===== src/rtl/lc3_mem_pkg.sv =====
// Shared types and widths for the LC3 unified-memory arbiter.
package lc3_mem_pkg;

  localparam int unsigned ADDR_W = 16;
  localparam int unsigned DATA_W = 16;
  localparam logic [DATA_W-1:0] ERR_WORD_DEF = 16'hDEAD;

  typedef enum logic [1:0] {IDLE, ACCESS, DONE} state_t;
  typedef enum logic {OWN_I, OWN_D} owner_t;

  typedef struct packed {
    logic [ADDR_W-1:0] addr;
    logic [DATA_W-1:0] wdata;
  } mem_cmd_t;

endpackage


===== src/rtl/lc3_sat_counter.sv =====
// Saturating up-counter with synchronous clear; clear has priority over increment.
module lc3_sat_counter #(
  parameter int unsigned W   = 4,
  parameter int unsigned MAX = 15
) (
  input  logic         clock,
  input  logic         reset,
  input  logic         clr,
  input  logic         inc,
  output logic [W-1:0] count
);

  always_ff @(posedge clock or posedge reset) begin
    if (reset)
      count <= '0;
    else if (clr)
      count <= '0;
    else if (inc && (count != W'(MAX)))
      count <= count + W'(1);
  end

endmodule


===== src/rtl/lc3_mem_arbiter.sv =====
// Arbitrates the LC3 fetch and data ports onto one single-port memory and
// sequences the req/ready handshake with a timeout abort.
module lc3_mem_arbiter
  import lc3_mem_pkg::*;
#(
  parameter int unsigned       STARVE_LIMIT = 4,
  parameter int unsigned       TIMEOUT      = 16,
  parameter logic [DATA_W-1:0] ERR_WORD     = ERR_WORD_DEF
) (
  input  logic              clock,
  input  logic              reset,
  input  logic              I_macc,
  input  logic              instrmem_rd,
  input  logic [ADDR_W-1:0] pc,
  output logic [DATA_W-1:0] Instr_dout,
  output logic              complete_instr,
  input  logic              D_macc,
  input  logic              Data_rd,
  input  logic [ADDR_W-1:0] Data_addr,
  input  logic [DATA_W-1:0] Data_din,
  output logic [DATA_W-1:0] Data_dout,
  output logic              complete_data,
  output logic              mem_req,
  output logic              mem_we,
  output logic [ADDR_W-1:0] mem_addr,
  output logic [DATA_W-1:0] mem_wdata,
  input  logic [DATA_W-1:0] mem_rdata,
  input  logic              mem_ready,
  output logic              mem_err
);

  localparam int unsigned SW = $clog2(STARVE_LIMIT + 1);
  localparam int unsigned TW = 5;

  state_t            state, state_d;
  owner_t            owner, owner_d;
  mem_cmd_t          cmd_q, cmd_d;
  logic              mem_req_d, mem_we_d, ci_d, cd_d, err_d;
  logic [DATA_W-1:0] instr_d, data_d;
  logic [SW-1:0]     starve_cnt;
  logic [TW-1:0]     tmo_cnt;
  logic              ireq, dreq, in_idle, grant_i, grant_d;

  assign ireq    = I_macc & instrmem_rd;
  assign dreq    = D_macc;
  assign in_idle = (state == IDLE);
  // Data has priority until the waiting fetch has been passed over STARVE_LIMIT times.
  assign grant_i = in_idle & ireq & (~dreq | (starve_cnt == SW'(STARVE_LIMIT)));
  assign grant_d = in_idle & dreq & ~grant_i;

  lc3_sat_counter #(.W(SW), .MAX(STARVE_LIMIT)) u_starve_cnt (
    .clock (clock),
    .reset (reset),
    .clr   (grant_i | (in_idle & ~ireq)),
    .inc   (grant_d & ireq),
    .count (starve_cnt)
  );

  lc3_sat_counter #(.W(TW), .MAX((1 << TW) - 1)) u_tmo_cnt (
    .clock (clock),
    .reset (reset),
    .clr   (in_idle),
    .inc   (state == ACCESS),
    .count (tmo_cnt)
  );

  always_ff @(posedge clock or posedge reset) begin
    if (reset) begin
      state          <= IDLE;
      owner          <= OWN_I;
      cmd_q          <= '0;
      mem_req        <= 1'b0;
      mem_we         <= 1'b0;
      Instr_dout     <= '0;
      Data_dout      <= '0;
      complete_instr <= 1'b0;
      complete_data  <= 1'b0;
      mem_err        <= 1'b0;
    end else begin
      state          <= state_d;
      owner          <= owner_d;
      cmd_q          <= cmd_d;
      mem_req        <= mem_req_d;
      mem_we         <= mem_we_d;
      Instr_dout     <= instr_d;
      Data_dout      <= data_d;
      complete_instr <= ci_d;
      complete_data  <= cd_d;
      mem_err        <= err_d;
    end
  end

  always_comb begin
    state_d   = state;
    owner_d   = owner;
    cmd_d     = cmd_q;
    mem_req_d = 1'b0;
    mem_we_d  = 1'b0;
    instr_d   = Instr_dout;
    data_d    = Data_dout;
    ci_d      = 1'b0;
    cd_d      = 1'b0;
    err_d     = mem_err;
    case (state)
      IDLE: begin
        if (grant_i || grant_d) begin
          state_d   = ACCESS;
          owner_d   = grant_d ? OWN_D : OWN_I;
          cmd_d     = '{addr: (grant_d ? Data_addr : pc), wdata: Data_din};
          mem_req_d = 1'b1;
          mem_we_d  = grant_d & ~Data_rd;
        end
      end
      ACCESS: begin
        mem_req_d = 1'b1;
        mem_we_d  = mem_we;
        if (mem_ready || (tmo_cnt == TW'(TIMEOUT - 1))) begin
          state_d   = DONE;
          mem_req_d = 1'b0;
          mem_we_d  = 1'b0;
          ci_d      = (owner == OWN_I);
          cd_d      = (owner == OWN_D);
          err_d     = mem_err | ~mem_ready;
          // Reads return memory data, or the error word on an abort.
          if (!mem_we) begin
            if (owner == OWN_D)
              data_d = mem_ready ? mem_rdata : ERR_WORD;
            else
              instr_d = mem_ready ? mem_rdata : ERR_WORD;
          end
        end
      end
      DONE:    state_d = IDLE;
      default: state_d = IDLE;
    endcase
  end

  assign mem_addr  = cmd_q.addr;
  assign mem_wdata = cmd_q.wdata;

endmodule


===== config.mk =====
export PLATFORM = sky130hd
export DESIGN_NAME = lc3_mem_arbiter
export DESIGN_NICKNAME = d
export VERILOG_FILES = /design/src/rtl/lc3_mem_pkg.sv /design/src/rtl/lc3_sat_counter.sv /design/src/rtl/lc3_mem_arbiter.sv
export SDC_FILE = /design/constraint.sdc
export NUM_CORES = 1
export LEC_CHECK = 0
export BUFFER_PORTS_ARGS = -buffer_cell sky130_fd_sc_hd__buf_2
export CAP_MARGIN = 20
export CORE_MARGIN = 4
export CORE_UTILIZATION = 50
export CTS_BUF_LIST = sky130_fd_sc_hd__clkbuf_4
export DETAILED_ROUTE_END_ITERATION = 8
export GPL_ROUTABILITY_DRIVEN = 0
export PLACE_DENSITY = 0.81
export SYNTH_ARGS = -nofsm -noshare
export SYNTH_HDL_FRONTEND = slang
export SYNTH_SLANG_ARGS = --single-unit

===== constraint.sdc =====
create_clock -name clock -period 4.5 [get_ports clock]
set_input_delay 0 -clock clock [delete_from_list [all_inputs] [get_ports clock]]
set_output_delay 0 -clock clock [all_outputs]
set_load 0.05 [all_outputs]

Word level (Yosys, flattened, before mapping)
Index checks and enable logic that the tools add are counted.
{ "word_totals": {"regBits": 80, "elab_cells": 72} }
{ "op_classes": {"add_sub_neg": 2, "n_eq_ne": 7, "muxes": 20, "bitwise": 18, "n_reduce_logical": 12} }
{ "ops": {"columns": ["cell", "count"], "rows": [
  ["$mux W16", 2],
  ["$mux W5", 2],
  ["$mux W1", 9],
  ["$and A1 B1 Y1", 8],
  ["$reduce_and A4 Y1", 2],
  ["$not A1 Y1", 7],
  ["$mux W3", 2],
  ["$reduce_and A2 Y1", 3],
  ["$add A5 B1 Y5 const B", 1],
  ["$eq A5 B4 Y1 const B", 1],
  ["$ne A5 B5 Y1 const B", 1],
  ["$mux W2", 2],
  ["$pmux W1 S2", 2],
  ["$pmux W2 S2", 1],
  ["$reduce_bool A2 Y1", 2],
  ["$add A3 B1 Y3 const B", 1],
  ["$eq A3 B3 Y1 const B", 1],
  ["$ne A3 B3 Y1 const B", 1],
  ["$or A1 B1 Y1", 3],
  ["$eq A2 B1 Y1 const B", 1],
  ["$logic_and A1 B1 Y1", 2],
  ["$logic_not A2 Y1", 1],
  ["$logic_or A1 B1 Y1", 2],
  ["$ne A2 B1 Y1 const B", 1],
  ["$ne A2 B2 Y1 const B", 1]
]} }

Depth between registers and ports, before layout
{ "logic_depth": {"ltp_word": 9, "depth_mapped": 7} }

Hierarchy
From an unflattened synthesis, not the netlist that was laid out.
{ "hier_totals": {"hier_cells": 335, "hier_area_um2": 3772.4} }
{ "by_module_without_submodules": {"columns": ["mod", "n_inst", "cells_per_inst", "area_each_um2", "seq_area_each_um2"], "rows": [
  ["lc3_mem_arbiter", 1, 291, 3308.2, 1801.7],
  ["lc3_sat_counter (u_tmo_cnt)", 1, 26, 261.5, 125.1],
  ["lc3_sat_counter (u_starve_cnt)", 1, 18, 202.7, 75.1]
]} }

Worst setup path after synthesis
OpenSTA, ideal clock, no wires.
{ "synth_timing": {"kind": "register to register", "start": "register u_tmo_cnt.count[0]", "end": "register Data_dout[0]", "setup_time_ns": 0.125, "t_arrival_ns": 1.838, "path_slack_ns": 2.537, "stages_incl_launch_ff": 8, "period_less_slack_ns": 1.963, "cell_sequence": "dfrtp_1 ha_1 and3_1 ha_1 nor2_2 nor4_4 buf_6 mux2_4"} }
{ "synth_between": {"elab_chain_cells": 3} }
{ "synth_lines": {"columns": ["element", "line", "source"], "rows": [
  ["start, declared", "lc3_sat_counter.sv:10", "output logic [W-1:0] count"],
  ["start signal, assigned", "lc3_sat_counter.sv:19", "count <= count + W'(1);"],
  ["$eq A5 B4 Y1", "lc3_mem_arbiter.sv:117", "if (mem_ready || (tmo_cnt == TW'(TIMEOUT - 1))) begin"],
  ["$logic_or A1 B1 Y1", "lc3_mem_arbiter.sv:117", null],
  ["$reduce_and A4 Y1 (no source line)", null, null],
  ["end signal, assigned", "lc3_mem_arbiter.sv:86", "Data_dout <= data_d;"],
  ["end, declared", "lc3_mem_arbiter.sv:21", "output logic [DATA_W-1:0] Data_dout,"]
]} }
Every way passes these cells.
A chain may end at the register's enable or synchronous reset.

Worst setup path in the final report
{ "layout_timing": {"start": "register state[1]", "end": "register cmd_q, in the netlist mem_addr[1]"} }
{ "layout_between": {"elab_chain_cells": 7} }
{ "layout_lines": {"columns": ["element", "line", "source"], "rows": [
  ["start, declared", "lc3_mem_arbiter.sv:35", "state_t state, state_d;"],
  ["start signal, assigned", "lc3_mem_arbiter.sv:80", "state <= state_d;"],
  ["$logic_not A2 Y1 (*)", "lc3_mem_arbiter.sv:46, lc3_mem_arbiter.sv:104", null],
  ["$and A1 B1 Y1 (2 in a row)", "lc3_mem_arbiter.sv:48", "assign grant_i = in_idle & ireq & (~dreq | (starve_cnt == SW'(STARVE_LIMIT)));"],
  ["$not A1 Y1", "lc3_mem_arbiter.sv:49", "assign grant_d = in_idle & dreq & ~grant_i;"],
  ["$and A1 B1 Y1", "lc3_mem_arbiter.sv:49", null],
  ["$logic_or A1 B1 Y1", "lc3_mem_arbiter.sv:106", "if (grant_i || grant_d) begin"],
  ["$reduce_and A2 Y1 (no source line)", null, null],
  ["end signal, assigned", "lc3_mem_arbiter.sv:82", "cmd_q <= cmd_d;"],
  ["end, declared", "lc3_mem_arbiter.sv:37", "mem_cmd_t cmd_q, cmd_d;"]
]} }
Every way passes the cells marked *; elsewhere a longest branch is shown, timed or not.

==> metrics.txt <==
Net Sw Frac 0.503; maxcap violations 0; WHS 0.135 ns; Pint 1.93 mW; height of the die 94.2 um; Pwr Density 731 nW/um^2; Yosys Warn Count 0; Die W 94.2 um; slew margin rel. 0.342; final worst path period share 0.539; fin crit period 2.43 ns; drt drc 0; n_diodes 0; f_max 412 MHz; largest net degree at the start of global routing 81; Skew-Pair Late Insertion Delay 0.42 ns; WP data arrival 2.74 ns; DR vias 3135; Seq/Total Area, Yosys 0.539; status complete, no violations; Overall Global Routing Usage 0.240; Max FO, Critical Path 18; Via-to-Cell Ratio 5.25; highest-count cells in the layout ignoring fill and taps 139 x buf_2, 80 x dfrtp_1, 69 x dlygate4sd3_1; NetSw 1.95 mW; Comb power frac 0.592; TritonRoute pass-1 iters 4; final setup fails 0; PnR Total Power 3.88 mW; DPL Wire Length 5980 um; filler cell count in the final layout 485; total grt overflow 0; clock share of power 0.091; Worst setup SP type register; Root Buffer clkbuf_4; peak supply drop 0.427 mV; worst setup margin 2.07 ns; H-tree depth 3; ANT nets after route 0; asr flop ratio synth 1.00; Worst Setup End Kind register; postcts setup bufs 0; sequential share of power 0.318; Leak 2.60 nW; clock sink count 80; initial DRC count 108; nets 569; RSZ-0062 raised after global routing no; Core ar. 7250 sq um; Starting Density 0.512; worst-margin pin slew 0.987 ns; # IOs 140; Mapped Cells 287; first-pass GRT wire length 16600 um; floorplan row count 31; Setup TNS 0 ns; critical path type reg -> reg; max incr delay on CP 0.71 ns; Die ar. 8880 sq um; final WL 10100 um; drt wl/cell 16.9 um; clk_skew 0.00915 ns; initial antenna violation count 0; leading cell type in the layout, fill and taps excluded buf_2; Top FF cell, synth dfrtp_1; Mapped Area 3720 sq um; syn nets 363; Netlist cell types 36; Final Max Tran Viols 0; clock tree from TritonCTS built; WP data required 4.81 ns; share of cells above drive strength 1 0.424; Worst path slowest cell or3b_1; pre-CTS setup slack 2.01 ns; maximum clock insertion buffer count 2; mean post-synth cell area 12.9 sq um; PortBufs 139; Worst Hold Class in -> reg; Post-synth EDFFs 0; CTS Buf Count 9; Post-CTS Resized 0; synthesis-to-finish area growth 43.0%; CP cell instances or3b_1, o21ai_0, a2bb2oi_1, dlygate4sd3_1; register bit total from synthesis 80; number of global-route vias before repair 3348; Worst-path clk slew 0.13 ns; Hold Fails Final Rpt 0; hold_buf cts 69
## worst max-delay path: cells and delay by family (launching register included)
family / cells / cell delay [ns]
compound gates: 2 / 0.48
buf+inv: 1 / 0.58
flops: 1 / 0.56
simple gates: 1 / 0.71
## power groups by stage
stage          combinational (mW)  clock, mW  sequential (mW)
2_1_floorplan               0.669          0             2.21
3_3_place_gp                 2.07          0             1.22
3_5_place_dp                 2.10          0             1.23
4_1_cts                      2.26      0.363             1.22
5_1_grt                      2.41      0.396             1.27
6_report                     2.30      0.352             1.23
## cell usage after synthesis (2+ instances only)
library cell  number  area [sq um]
o22ai_1            2          12.5
nor4_4             2          42.5
nor2_1             6          22.5
o21ai_0           21           105
inv_1              7          26.3
mux2_2            25           282
mux2_4            20           300
o211a_1           16           160
and2_1             6          37.5
a2bb2oi_1         16           140
ha_1               5          62.6
nand2_1           20          75.1
or2b_1             8          60.1
nand2b_1           4          25.0
dfrtp_1           80          2000
clkbuf_1          10          37.5
buf_6              4          45.0
buf_2              4          20.0
a22o_1             6          52.6
nor2b_1            2          12.5
o31ai_1            2          15.0
mux2_1             6          67.6
a21o_1             2          15.0
## flip-flops by register name (all words and copies together), names as in the netlist
signal,cells
mem_we,1
state,2
mem_wdata,16
u_tmo_cnt.count,5
Data_dout,16
mem_req,1
mem_err,1
complete_instr,1
u_starve_cnt.count,3
owner,1
complete_data,1
Instr_dout,16
mem_addr,16
## routing by layer
layer / vias to the layer above / GRT usage / routed length (um)
met2: 136 / 0.421 / 5250
met4: 0 / 0.0722 / 235
met5: - / 0 / 0
li1: 1445 / - / -
met3: 25 / 0.0745 / 778
met1: 1529 / 0.281 / 3850
## metrics by stage
| stage | utilization | std cells | instance area, sq um |
|---|---|---|---|
| floorplan | - | 287 | 3720 |
| global placement | 0.615 | 510 | 4460 |
| detailed placement | 0.615 | 510 | 4460 |
| CTS | 0.725 | 595 | 5260 |
| global route | 0.732 | 597 | 5310 |
| finish | 0.732 | 597 | 5310 |
## cell type report
type,instances,area [sq um],area share
Sequential cell,80,2000,0.377
Multi-Input combinational cell,180,1570,0.296
Timing Repair Buffer,215,1480,0.278
Tap cell,99,124,0.0233
Clock buffer,9,67.6,0.0127
Clock inverter,7,38.8,0.00730
Inverter,7,27.5,0.00518
## path summary, 6_finish.rpt
path | start | endpoint | slack (ns) | cells after the start
max | state[1]$_DFFE_PP0P_ | mem_addr[1]$_DFFE_PP0P_ | 2.07 | 4
min | I_macc | owner$_DFFE_PP0P_ | 0.13 | 3
max reg2reg | state[1]$_DFFE_PP0P_ | mem_addr[1]$_DFFE_PP0P_ | 2.07 | 4
min reg2reg | mem_err$_DFFE_PP0P_ | mem_err$_DFFE_PP0P_ | 0.49 | 1
max in group asynchronous | reset | mem_wdata[3]$_DFFE_PP0P_ | 3.41 | 4
min in group asynchronous | reset | Instr_dout[13]$_DFFE_PP0P_ | 0.45 | 4
## cell families after synthesis
logic type	count (synthesis)	share of synthesized area
AOI/OAI and AO/OA	68	0.142
adders and majority gates	5	0.0168
muxes	51	0.175
and+or+nand+nor	56	0.0899
DFF	80	0.539
buffers and inverters	27	0.0377
Note: power is estimated with default switching activity, not from simulation.
